`src/rtl/shader_pixel_feeder.sv`:
```
// Raster-order pixel request scheduler for shader_pipeline with a colour FIFO
// tagged by start-of-frame / start-of-line, drained through a ready/valid port.
module shader_pixel_feeder #(
    parameter int H_ACTIVE        = 640,
    parameter int V_ACTIVE        = 480,
    parameter int FIFO_DEPTH      = 16,
    parameter int FIFO_ADDR_WIDTH = 4,
    parameter int TIMEOUT_CYCLES  = 64
) (
    input  logic                       clk,
    input  logic                       rst,
    input  logic                       enable,
    input  logic                       frame_start,
    output logic [9:0]                 pixel_x,
    output logic [9:0]                 pixel_y,
    output logic                       pixel_valid,
    input  logic                       color_valid,
    input  logic [7:0]                 red_in,
    input  logic [7:0]                 green_in,
    input  logic [7:0]                 blue_in,
    output logic                       out_valid,
    input  logic                       out_ready,
    output logic [23:0]                out_rgb,
    output logic                       out_sof,
    output logic                       out_sol,
    output logic [FIFO_ADDR_WIDTH:0]   fifo_level,
    output logic                       frame_done,
    output logic [15:0]                timeout_count
);
    typedef enum logic [1:0] {S_IDLE, S_ISSUE, S_WAIT} state_t;

    localparam int CW = $clog2(TIMEOUT_CYCLES + 1);
    localparam int LW = FIFO_ADDR_WIDTH + 1;

    state_t                     r_state;
    logic [9:0]                 r_x;
    logic [9:0]                 r_y;
    logic                       r_pixel_valid;
    logic                       r_pending;
    logic                       r_frame_done;
    logic [CW-1:0]              r_wait_cnt;
    logic [15:0]                r_timeout_count;
    logic [FIFO_ADDR_WIDTH-1:0] r_wr_ptr;
    logic [FIFO_ADDR_WIDTH-1:0] r_rd_ptr;
    logic [LW-1:0]              r_level;
    logic [25:0]                r_mem [FIFO_DEPTH];

    logic          w_expired;
    logic          w_done;
    logic          w_timeout;
    logic          w_pop;
    logic          w_restart;
    logic          w_last_x;
    logic          w_last_y;
    logic          w_room_now;
    logic          w_room_next;
    logic [LW-1:0] w_level_next;
    logic [25:0]   w_entry;
    logic [25:0]   w_head;

    assign w_expired    = (r_wait_cnt == CW'(TIMEOUT_CYCLES - 1));
    assign w_done       = (r_state == S_WAIT) && (color_valid || w_expired);
    assign w_timeout    = (r_state == S_WAIT) && w_expired && !color_valid;
    assign w_pop        = (r_level != '0) && out_ready;
    assign w_restart    = r_pending || frame_start;
    assign w_last_x     = (r_x == 10'(H_ACTIVE - 1));
    assign w_last_y     = (r_y == 10'(V_ACTIVE - 1));
    assign w_level_next = r_level + LW'(w_done) - LW'(w_pop);
    assign w_room_now   = (r_level != LW'(FIFO_DEPTH));
    assign w_room_next  = (w_level_next != LW'(FIFO_DEPTH));
    // A timed-out pixel is substituted with black; tags always use the in-flight coordinates.
    assign w_entry      = {(color_valid ? {red_in, green_in, blue_in} : 24'h000000),
                           (r_x == '0) && (r_y == '0), (r_x == '0)};

    always_ff @(posedge clk) begin
        if (w_done) begin
            r_mem[r_wr_ptr] <= w_entry;
        end
    end

    always_ff @(posedge clk or posedge rst) begin
        if (rst) begin
            r_state         <= S_IDLE;
            r_x             <= '0;
            r_y             <= '0;
            r_pixel_valid   <= 1'b0;
            r_pending       <= 1'b0;
            r_frame_done    <= 1'b0;
            r_wait_cnt      <= '0;
            r_timeout_count <= '0;
            r_wr_ptr        <= '0;
            r_rd_ptr        <= '0;
            r_level         <= '0;
        end else begin
            r_pixel_valid <= 1'b0;
            r_frame_done  <= 1'b0;
            r_level       <= w_level_next;
            if (w_done) r_wr_ptr <= r_wr_ptr + FIFO_ADDR_WIDTH'(1);
            if (w_pop)  r_rd_ptr <= r_rd_ptr + FIFO_ADDR_WIDTH'(1);
            if (frame_start) r_pending <= 1'b1;

            case (r_state)
                S_IDLE: begin
                    if (w_restart) begin
                        r_x       <= '0;
                        r_y       <= '0;
                        r_pending <= 1'b0;
                    end
                    if (enable && w_room_now) begin
                        r_state       <= S_ISSUE;
                        r_pixel_valid <= 1'b1;
                    end
                end
                S_ISSUE: begin
                    r_state    <= S_WAIT;
                    r_wait_cnt <= '0;
                end
                S_WAIT: begin
                    if (w_done) begin
                        if (w_timeout && (r_timeout_count != 16'hFFFF))
                            r_timeout_count <= r_timeout_count + 16'd1;
                        r_frame_done <= w_last_x && w_last_y;
                        // A pending restart overrides the raster advance.
                        if (w_restart) begin
                            r_x       <= '0;
                            r_y       <= '0;
                            r_pending <= 1'b0;
                        end else if (w_last_x) begin
                            r_x <= '0;
                            r_y <= w_last_y ? 10'd0 : r_y + 10'd1;
                        end else begin
                            r_x <= r_x + 10'd1;
                        end
                        if (enable && w_room_next) begin
                            r_state       <= S_ISSUE;
                            r_pixel_valid <= 1'b1;
                        end else begin
                            r_state <= S_IDLE;
                        end
                    end else begin
                        r_wait_cnt <= r_wait_cnt + CW'(1);
                    end
                end
                default: r_state <= S_IDLE;
            endcase
        end
    end

    assign w_head        = r_mem[r_rd_ptr];
    assign out_valid     = (r_level != '0);
    assign out_rgb       = out_valid ? w_head[25:2] : 24'h000000;
    assign out_sof       = out_valid && w_head[1];
    assign out_sol       = out_valid && w_head[0];
    assign fifo_level    = r_level;
    assign pixel_x       = r_x;
    assign pixel_y       = r_y;
    assign pixel_valid   = r_pixel_valid;
    assign frame_done    = r_frame_done;
    assign timeout_count = r_timeout_count;
endmodule

```
`config.mk`:
```
export PLATFORM = sky130hd
export DESIGN_NAME = shader_pixel_feeder
export DESIGN_NICKNAME = d
export VERILOG_FILES = /design/src/rtl/shader_pixel_feeder.sv
export SDC_FILE = /design/constraint.sdc
export NUM_CORES = 1
export LEC_CHECK = 0
export BUFFER_PORTS_ARGS = -buffer_cell sky130_fd_sc_hd__buf_4
export CAP_MARGIN = 20
export CELL_PAD_IN_SITES_DETAIL_PLACEMENT = 1
export CELL_PAD_IN_SITES_GLOBAL_PLACEMENT = 1
export CORE_UTILIZATION = 53
export CTS_CLUSTER_DIAMETER = 60
export DETAILED_ROUTE_END_ITERATION = 7
export PLACE_DENSITY_LB_ADDON = 0.1
export REMOVE_ABC_BUFFERS = 1
export SKIP_CTS_REPAIR_TIMING = 1
export SLEW_MARGIN = 20
export SYNTH_ARGS = -nofsm -noshare
export SYNTH_HDL_FRONTEND = slang
export SYNTH_SLANG_ARGS = --single-unit
```
`constraint.sdc`:
```
create_clock -name clk -period 2.9 [get_ports clk]
set_input_delay 0.58 -clock clk [delete_from_list [all_inputs] [get_ports clk]]
set_output_delay 0.58 -clock clk [all_outputs]
set_load 0.05 [all_outputs]
```
# --- Yosys cells after proc, flatten, opt, wreduce, memory -nomap -nowiden ---
# Memory sizes are Yosys's and may differ from the RTL's.
# Cells that the tools add are included.
word_totals:
  register_bits: 61
  ramBits: 416
  input_bits: 30
  memories: 1
classes:
  n_addsub: 8
  eq_ne: 13
  muxes: 30
  n_reduce_logical: 25
memory_table:
  columns: ["name", "words", "word_bits", "rd", "rd_clocked_by_memory_dff", "wr", "line_no", "rtl"]
  rows:
  - ["r_mem", 16, 26, 1, 0, 1, "46", "logic [25:0] r_mem [FIFO_DEPTH];"]
ops:
  columns: ["cell", "count"]
  rows:
  - ["2-to-1 mux 10 bit", 8]
  - ["2-to-1 mux 24 bit", 2]
  - ["one-hot mux 10 bit (2 select lines)", 2]
  - ["adder 10 x 1 -> 10 bit, second input constant", 2]
  - ["logical NOT 10 bit", 2]
  - ["adder 16 x 1 -> 16 bit, second input constant", 1]
  - ["!= test 16 bit, second input constant", 1]
  - ["one-hot mux 7 bit (2 select lines)", 1]
  - ["logical AND 1 bit", 11]
  - ["2-to-1 mux 1 bit", 11]
  - ["== test 10 bit, second input constant", 1]
  - ["== test 10 x 9 -> 1 bit, second input constant", 1]
  - ["!= test 5 bit, second input constant", 2]
  - ["adder 4 x 1 -> 4 bit, second input constant", 2]
  - ["!= test 2 bit, second input constant", 4]
  - ["adder 7 x 1 -> 7 bit, second input constant", 1]
  - ["== test 7 x 6 -> 1 bit, second input constant", 1]
  - ["2-to-1 mux 7 bit", 1]
  - ["one-hot mux 2 bit (3 select lines)", 1]
  - ["AND reduction 3 bit", 2]
  - ["adder 5 x 1 -> 5 bit", 1]
  - ["nonzero test 5 bit", 1]
  - ["subtractor 5 x 1 -> 5 bit", 1]
  - ["2-to-1 mux 2 bit", 2]
  - ["other kinds (10)", 14]

# --- Depth between registers and ports, before layout ---
# Gate-level depths: netlist of the first run.
logic_depth:
  depth_word: 10
  depth_mapped: 14

# --- Least setup slack after synthesis of the first run ---
# Ideal clock, no wire load.
synth_timing:
  kind: "reg2reg"
  startpoint: "register r_level[3], in the netlist fifo_level[3]"
  endpoint: "register r_pixel_valid, in the netlist pixel_valid"
  setup_ps: 135
  t_arrival_ps: 3231
  slack_ps: -466
  path_stages_with_launch: 13
  n_path_buf: 1
  period_less_slack_ps: 3366
  path_cell_list: "dfrtp_1 -> inv_1 -> ha_1 -> nand3b_1 -> and2_1 -> clkbuf_1 -> ha_1 -> inv_1 -> ha_1 -> fa_1 -> xor2_1 -> nor4_1 -> a31oi_1"
synth_via:
  elab_chain_len: 8
synth_rtl:
  columns: ["item", "line_no", "rtl"]
  rows:
  - ["start: declaration", "45", "logic [LW-1:0] r_level;"]
  - ["start signal: assignment", "97", "r_level <= w_level_next;"]
  - ["nonzero test 5 bit", null, null]
  - ["named net out_valid", "21", "output logic out_valid,"]
  - ["logical AND 1 bit", "64", "assign w_pop = (r_level != '0) && out_ready;"]
  - ["named net w_pop", "51", "logic w_pop;"]
  - ["subtractor 5 x 1 -> 5 bit", "68", "assign w_level_next = r_level + LW'(w_done) - LW'(w_pop);"]
  - ["named net w_level_next[2]", "57", "logic [LW-1:0] w_level_next;"]
  - ["!= test 5 bit", "70", "assign w_room_next = (w_level_next != LW'(FIFO_DEPTH));"]
  - ["logical AND 1 bit", "134", "if (enable && w_room_next) begin"]
  - ["2-to-1 mux 1 bit", "134", null]
  - ["2-to-1 mux 1 bit", "119", "if (w_done) begin"]
  - ["one-hot mux 1 bit (2 select lines)", "102", "case (r_state)"]
  - ["end signal: assignment", "95", "r_pixel_valid <= 1'b0;"]
  - ["end signal: assignment", "111", "r_pixel_valid <= 1'b1;"]
  - ["end signal: assignment", "136", "r_pixel_valid <= 1'b1;"]
  - ["end: declaration", "38", "logic r_pixel_valid;"]
# The timed path passes the listed nets, and every way through them passes these cells.
# A chain may end at the register's enable or synchronous reset.

# --- Final worst setup path of the first run ---
layout_timing:
  startpoint: "register r_rd_ptr[0]"
  endpoint: "output out_rgb[18]"
layout_via:
  elab_chain_len: 2
layout_rtl:
  columns: ["item", "line_no", "rtl"]
  rows:
  - ["start: declaration", "44", "logic [FIFO_ADDR_WIDTH-1:0] r_rd_ptr;"]
  - ["start signal: assignment", "99", "if (w_pop) r_rd_ptr <= r_rd_ptr + FIFO_ADDR_WIDTH'(1);"]
  - ["memory (16 x 26 bit)", null, null]
  - ["2-to-1 mux 24 bit", "151", "assign out_rgb = out_valid ? w_head[25:2] : 24'h000000;"]
  - ["end: declaration", "23", "output logic [23:0] out_rgb,"]
# Every way passes these cells.

==> impl_metrics.ini, run 1 <==
[synth]
synth-edff-count = 416
netlist_area_um2 = 19200
ys.flop_type = edfxtp_1
syn_inst = 1018
yosysUniqueCellTypes = 55
async_reset_ff_frac = 0.128
yosysSeqAreaShare = 0.729
avgSynthCellArea_um2 = 18.9
yosysWarnings = 0
synth-seq-cells = 477

[grt]
grt_pass1_wl_mm = 68.2
antenna_found_initial = 0
grt_start_max_net_pins = 34
grt-ovfl-total = 0
grt_pass1_vias = 11000
grtUsageTotal = 0.256

[timing]
worst_hold_slack_ns = 0.105
max_clock_freq_mhz = 321
timing_worst_slew_pin_value_ns = 0.664
hold_viol_final = 0
drv_slew = 0
setup_viol = 23
fin_skew_ns = 0.0224
min_period_ns = 3.12
tns_ns = -2.49
finalCritPeriodShare = 1.07
max_slew_margin = 0.557
fin_ws_ns = -0.216
rsz0062_at_grt = yes

[route]
wl_mm = 47.5
avgViaCountPerCell = 6.13
drt.antenna.violating_nets = 0
vias = 10300
drcViolationCount = 6
wire_per_inst_um = 28.2
first_iter_violations = 722
firstDrtPassIters = 8

[power_and_ir_drop]
power.leakage_nw = 8.20
p_per_area_nw_per_um2 = 982
ir_drop_v = 0.000810

[critical_path]
cpMostUsedCell = buf_4
cp_cell_sequence = buf_4 -> clkbuf_16 -> mux4_2 -> mux2i_1 -> o22ai_1 -> buf_4
critPathLaunchType = register
cp.buffers_inverters = 3
cp_top_family = multiplexers
required_ns = 2.32
cp_data_arrival_time_ns = 2.54
cp_max_fo = 7
crit_type = register to output pin
critical_path.slowest_cell = mux4_2
cp-end-kind = output pin
crit_path_max_incr_delay_ns = 0.51

[placed_design]
place.gp.congestion = 0.770
dp_hpwl_mm = 24.7
dp_cells = 1579
port_buffers = 99
dp_slack_ns = 0.0117

[layout]
layout_common_cells = 416 x edfxtp_1, 120 x buf_4, 104 x mux4_2
antenna_cells = 0
area_growth_pct = 19.8
fillerInstances = 3050
fin_nets = 1232
layout-drive-gt1-share = 0.312
final_common_cell = edfxtp_1
stdcell_count = 1684
fin_util = 0.646

[clock_network]
cts_made_buffers = 49
clock_sinks = 477
cts_tree = done
cts_root_buf = clkbuf_16
htreeDepth = 2
clk_pin_slew_ns = 0.06
clock_latency_ns = 0.57
cts_buffer_depth = 3

[die]
fp.dieW_um = 192
die-area_um2 = 37000
initial_utilization = 0.539
fp-row-count = 69
coreArea_um2 = 35700
die_h_um = 192
ios = 100

[min_path]
hp-class = input pin to asynchronous set/reset pin

[outcome]
status = complete, but fails checks
failed_checks = design-rule violations, negative setup slack

[flow_run]
cap_violations = 0
==> area by class of cell <==
class,instances,area [µm²],share of cell area
Clock buffer,65,1360,0.0590
Clock inverter,25,267,0.0116
Timing Repair Buffer,159,1680,0.0730
Sequential cell,477,14000,0.609
Inverter,19,71.3,0.00310
Multi-Input combinational cell,478,5040,0.219
Tap cell,461,577,0.0250
==> state kept, by name, summed over array words and instances (netlist names) <==
register       count
r_rd_ptr           4
fifo_level         5
pixel_y           10
r_wait_cnt         7
r_mem            416
pixel_x           10
r_pending          1
timeout_count     16
r_state            2
pixel_valid        1
frame_done         1
r_wr_ptr           4
==> path summary, 6_finish.rpt <==
| check | slack, ns | end | cells past startpoint | startpoint |
|---|---|---|---|---|
| min reg2reg | 0.51 | timeout_count[15]$_DFFE_PP0P_ | 1 | timeout_count[15]$_DFFE_PP0P_ |
| max in group asynchronous | 2.08 | timeout_count[7]$_DFFE_PP0P_ | 3 | rst |
| min in group clk | 0.32 | r_pending$_DFF_PP0_ | 3 | frame_start |
| max reg2reg | 0.24 | r_state[0]$_DFFE_PP0P_ | 14 | r_wait_cnt[0]$_DFFE_PP0P_ |
| max | -0.22 | out_rgb[18] | 6 | r_rd_ptr[0]$_DFFE_PP0P_ |
| min | 0.10 | pixel_y[8]$_DFFE_PP0P_ | 2 | rst |
==> metal layers <==
metal / vias to the layer above / global-route usage / share of wire
li1: 4444 / - / -
met1: 5480 / 0.358 / 0.43
met2: 338 / 0.420 / 0.50
met3: 60 / 0.0424 / 0.054
met4: 0 / 0.0663 / 0.017
met5: - / 0 / 0
==> report_power, final <==
| group | internal, mW | leakage (nW) | total (mW) | switching [mW] |
|---|---|---|---|---|
| combinational | 3.44 | 2.80 | 8.07 | 4.63 |
| sequential | 7.86 | 4.60 | 8.21 | 0.348 |
| clock | 3.75 | 0.800 | 6.34 | 2.59 |
==> synthesized netlist by cell type, types with 12 or more instances <==
cell	count	share of area
xor2_1	12	0.0055
mux2i_1	52	0.027
o21ai_0	29	0.0075
inv_1	19	0.0037
edfxtp_1	416	0.65
nand3_1	23	0.0060
o22ai_1	26	0.0085
nand4_1	13	0.0042
nor2_1	27	0.0053
clkbuf_1	24	0.0047
and2_1	38	0.012
ha_1	17	0.011
xnor2_1	15	0.0068
nand2_1	30	0.0059
mux4_2	104	0.12
dfrtp_1	61	0.079
and3_1	14	0.0046
buf_2	13	0.0034
==> worst register-to-register path, cell delays in order, from the launching register on <==
cell     delay (ns)
dfrtp_1        0.38
ha_2           0.21
nand3_1        0.11
nor2_2         0.14
o21a_1         0.16
inv_2          0.07
ha_1           0.27
inv_1          0.04
ha_1           0.20
fa_2           0.36
a21oi_1        0.15
nor2_1         0.07
nor2_2         0.14
xnor2_2        0.14
a31oi_1        0.11
==> kinds of logic (layout without fill, tap and decap cells) <==
kind of cell | Yosys count | after routing | synth area share
muxes | 158 | 158 | 0.150
xor gates and xnor gates | 27 | 27 | 0.0123
buffers and inverters | 63 | 268 | 0.0131
and+or+nand+nor | 188 | 188 | 0.0545
adders and majority gates | 18 | 18 | 0.0121
AOI/OAI and AO/OA | 87 | 87 | 0.0287
DFF | 477 | 477 | 0.729
==> through the flow <==
step	power, mW	instance area (µm²)
floorplan	13.2	19000
detailed placement	15.7	21100
global placement	15.6	21100
finish	22.6	23000
CTS	22.1	22700
global route	23.4	23000
No activity file was read; power rests on OpenSTA's default activity.
==> inputs of run 2 (changes only) <==
- PLACE_DENSITY_LB_ADDON: 0.1 -> 0.08
==> impl_metrics.ini, run 2 (synthesized netlist as in run 1, its figures left out) <==
[timing]
setup_viol = 26
tns_ns = -3.19
min_period_ns = 3.10
fin_skew_ns = 0.0181
max_clock_freq_mhz = 323
fin_ws_ns = -0.196
drv_slew = 0
rsz0062_at_grt = yes
hold_viol_final = 0
worst_hold_slack_ns = 0.0875
timing_worst_slew_pin_value_ns = 0.613
max_slew_margin = 0.591
finalCritPeriodShare = 1.07

[layout]
multiInputGateArea_um2 = 5050
final_common_cell = edfxtp_1
antenna_cells = 0
regArea_um2 = 14000
largest_register_ffs = 416
layout_common_cells = 416 x edfxtp_1, 135 x buf_4, 104 x mux4_2
fin_area_um2 = 23100
area_growth_pct = 20.2
top_register = r_mem
fin_nets = 1247
stdcell_count = 1695
fillerInstances = 3029
layout-drive-gt1-share = 0.321

[die]
coreArea_um2 = 35700
die-area_um2 = 37000
ios = 100
die_h_um = 192
fp-row-count = 69
initial_utilization = 0.539
fp.dieW_um = 192

[grt]
grt_pass1_wl_mm = 65.5
antenna_found_initial = 0
grtUsageTotal = 0.246
grt_pass1_vias = 10600
grt_start_max_net_pins = 37
grt-ovfl-total = 0

[placed_design]
dp_cells = 1587
place.gp.congestion = 0.786
port_buffers = 99
place_area_um2 = 21000
dp_hpwl_mm = 24.2

[critical_path]
required_ns = 2.32
crit_type = register to output pin
crit_end = out_rgb[7]
reg2reg_depth = 11
critPathLaunchType = register
cp_max_fo = 17
cp-end-kind = output pin
crit_path_start = r_rd_ptr[0]$_DFFE_PP0P_
r2r_setup_slack_ns = 0.19
cp_data_arrival_time_ns = 2.52
rr_startpoint = fifo_level[2]$_DFF_PP0_
rr_endpoint = pixel_valid$_DFF_PP0_

[clock_network]
cts_tree = done
clk_pin_slew_ns = 0.06
cts_buffer_depth = 3
clock_latency_ns = 0.58
cts_root_buf = clkbuf_16
clock_sinks = 477
cts_made_buffers = 49
htreeDepth = 2

[outcome]
status = complete, but fails checks
failed_checks = design-rule violations, negative setup slack

[route]
drt.antenna.violating_nets = 0
wire_per_inst_um = 27.1
avgViaCountPerCell = 6.11
vias = 10300
first_iter_violations = 768
firstDrtPassIters = 7
wl_mm = 46.0
drcViolationCount = 6

[power_and_ir_drop]
p_per_area_nw_per_um2 = 980
power.leakage_nw = 8.24
ir_drop_v = 0.000697

[flow_run]
cap_violations = 0

[min_path]
hp-class = input pin to asynchronous set/reset pin
[run 2: changes by cell type in the layout (fill, tap and decap cells not counted), moves of 2 or more]
cell	before	now
bufinv_16	5	7
clkbuf_8	3	0
buf_6	4	8
clkinv_1	7	5
clkinv_4	3	1
mux2i_2	2	4
o22ai_1	23	25
clkinvlp_4	0	5
o22ai_2	3	1
buf_12	27	21
clkbuf_1	11	9
buf_4	120	135
[run 2: final cells by class]
class / count / area share
Inverter: 19 / 0.00309
Sequential cell: 477 / 0.607
Timing Repair Buffer: 174 / 0.0767
Clock buffer: 58 / 0.0545
Multi-Input combinational cell: 478 / 0.219
Clock inverter: 28 / 0.0146
Tap cell: 461 / 0.0250
[run 2: worst min path at each step]
stage	slack (ns)	startpoint	endpoint
2_1_floorplan	0.48	r_rd_ptr[2]$_DFFE_PP0P_	r_rd_ptr[2]$_DFFE_PP0P_
3_3_place_gp	0.49	timeout_count[15]$_DFFE_PP0P_	timeout_count[15]$_DFFE_PP0P_
3_5_place_dp	0.51	timeout_count[15]$_DFFE_PP0P_	timeout_count[15]$_DFFE_PP0P_
4_1_cts	0.08	rst	pixel_y[8]$_DFFE_PP0P_
5_1_grt	0.11	rst	pixel_y[9]$_DFFE_PP0P_
6_report	0.09	rst	pixel_y[9]$_DFFE_PP0P_
[run 2: report_power, final]
part	switching [mW]	internal [mW]	total [mW]
sequential	0.259	7.86	8.12
combinational	4.63	3.53	8.16
clock	2.63	3.73	6.36
total	7.51	15.1	22.6
[run 2: through the flow]
| stage | setup slack [ns] | total power, mW | util |
|---|---|---|---|
| floorplan | -3.27 | 13.2 | - |
| global placement | 0.144 | 15.5 | 0.590 |
| detailed placement | 0.0192 | 15.6 | 0.590 |
| CTS | -0.340 | 22.0 | 0.635 |
| global route | -0.308 | 23.5 | 0.648 |
| finish | -0.196 | 22.6 | 0.648 |
[run 2: per-layer routing]
metal,track usage,share of wire,wire (µm)
met1,0.351,0.44,20100
met2,0.392,0.48,22200
met3,0.0498,0.059,2720
met4,0.0591,0.020,908
met5,0,0,0
[run 2: critical path, cell delays in order, from the launching register on]
cell and delay, ns:
dfrtp_4 0.50, buf_4 0.16, buf_16 0.16, buf_12 0.15
mux4_2 0.42, mux2i_1 0.18, o22ai_1 0.13, buf_4 0.21
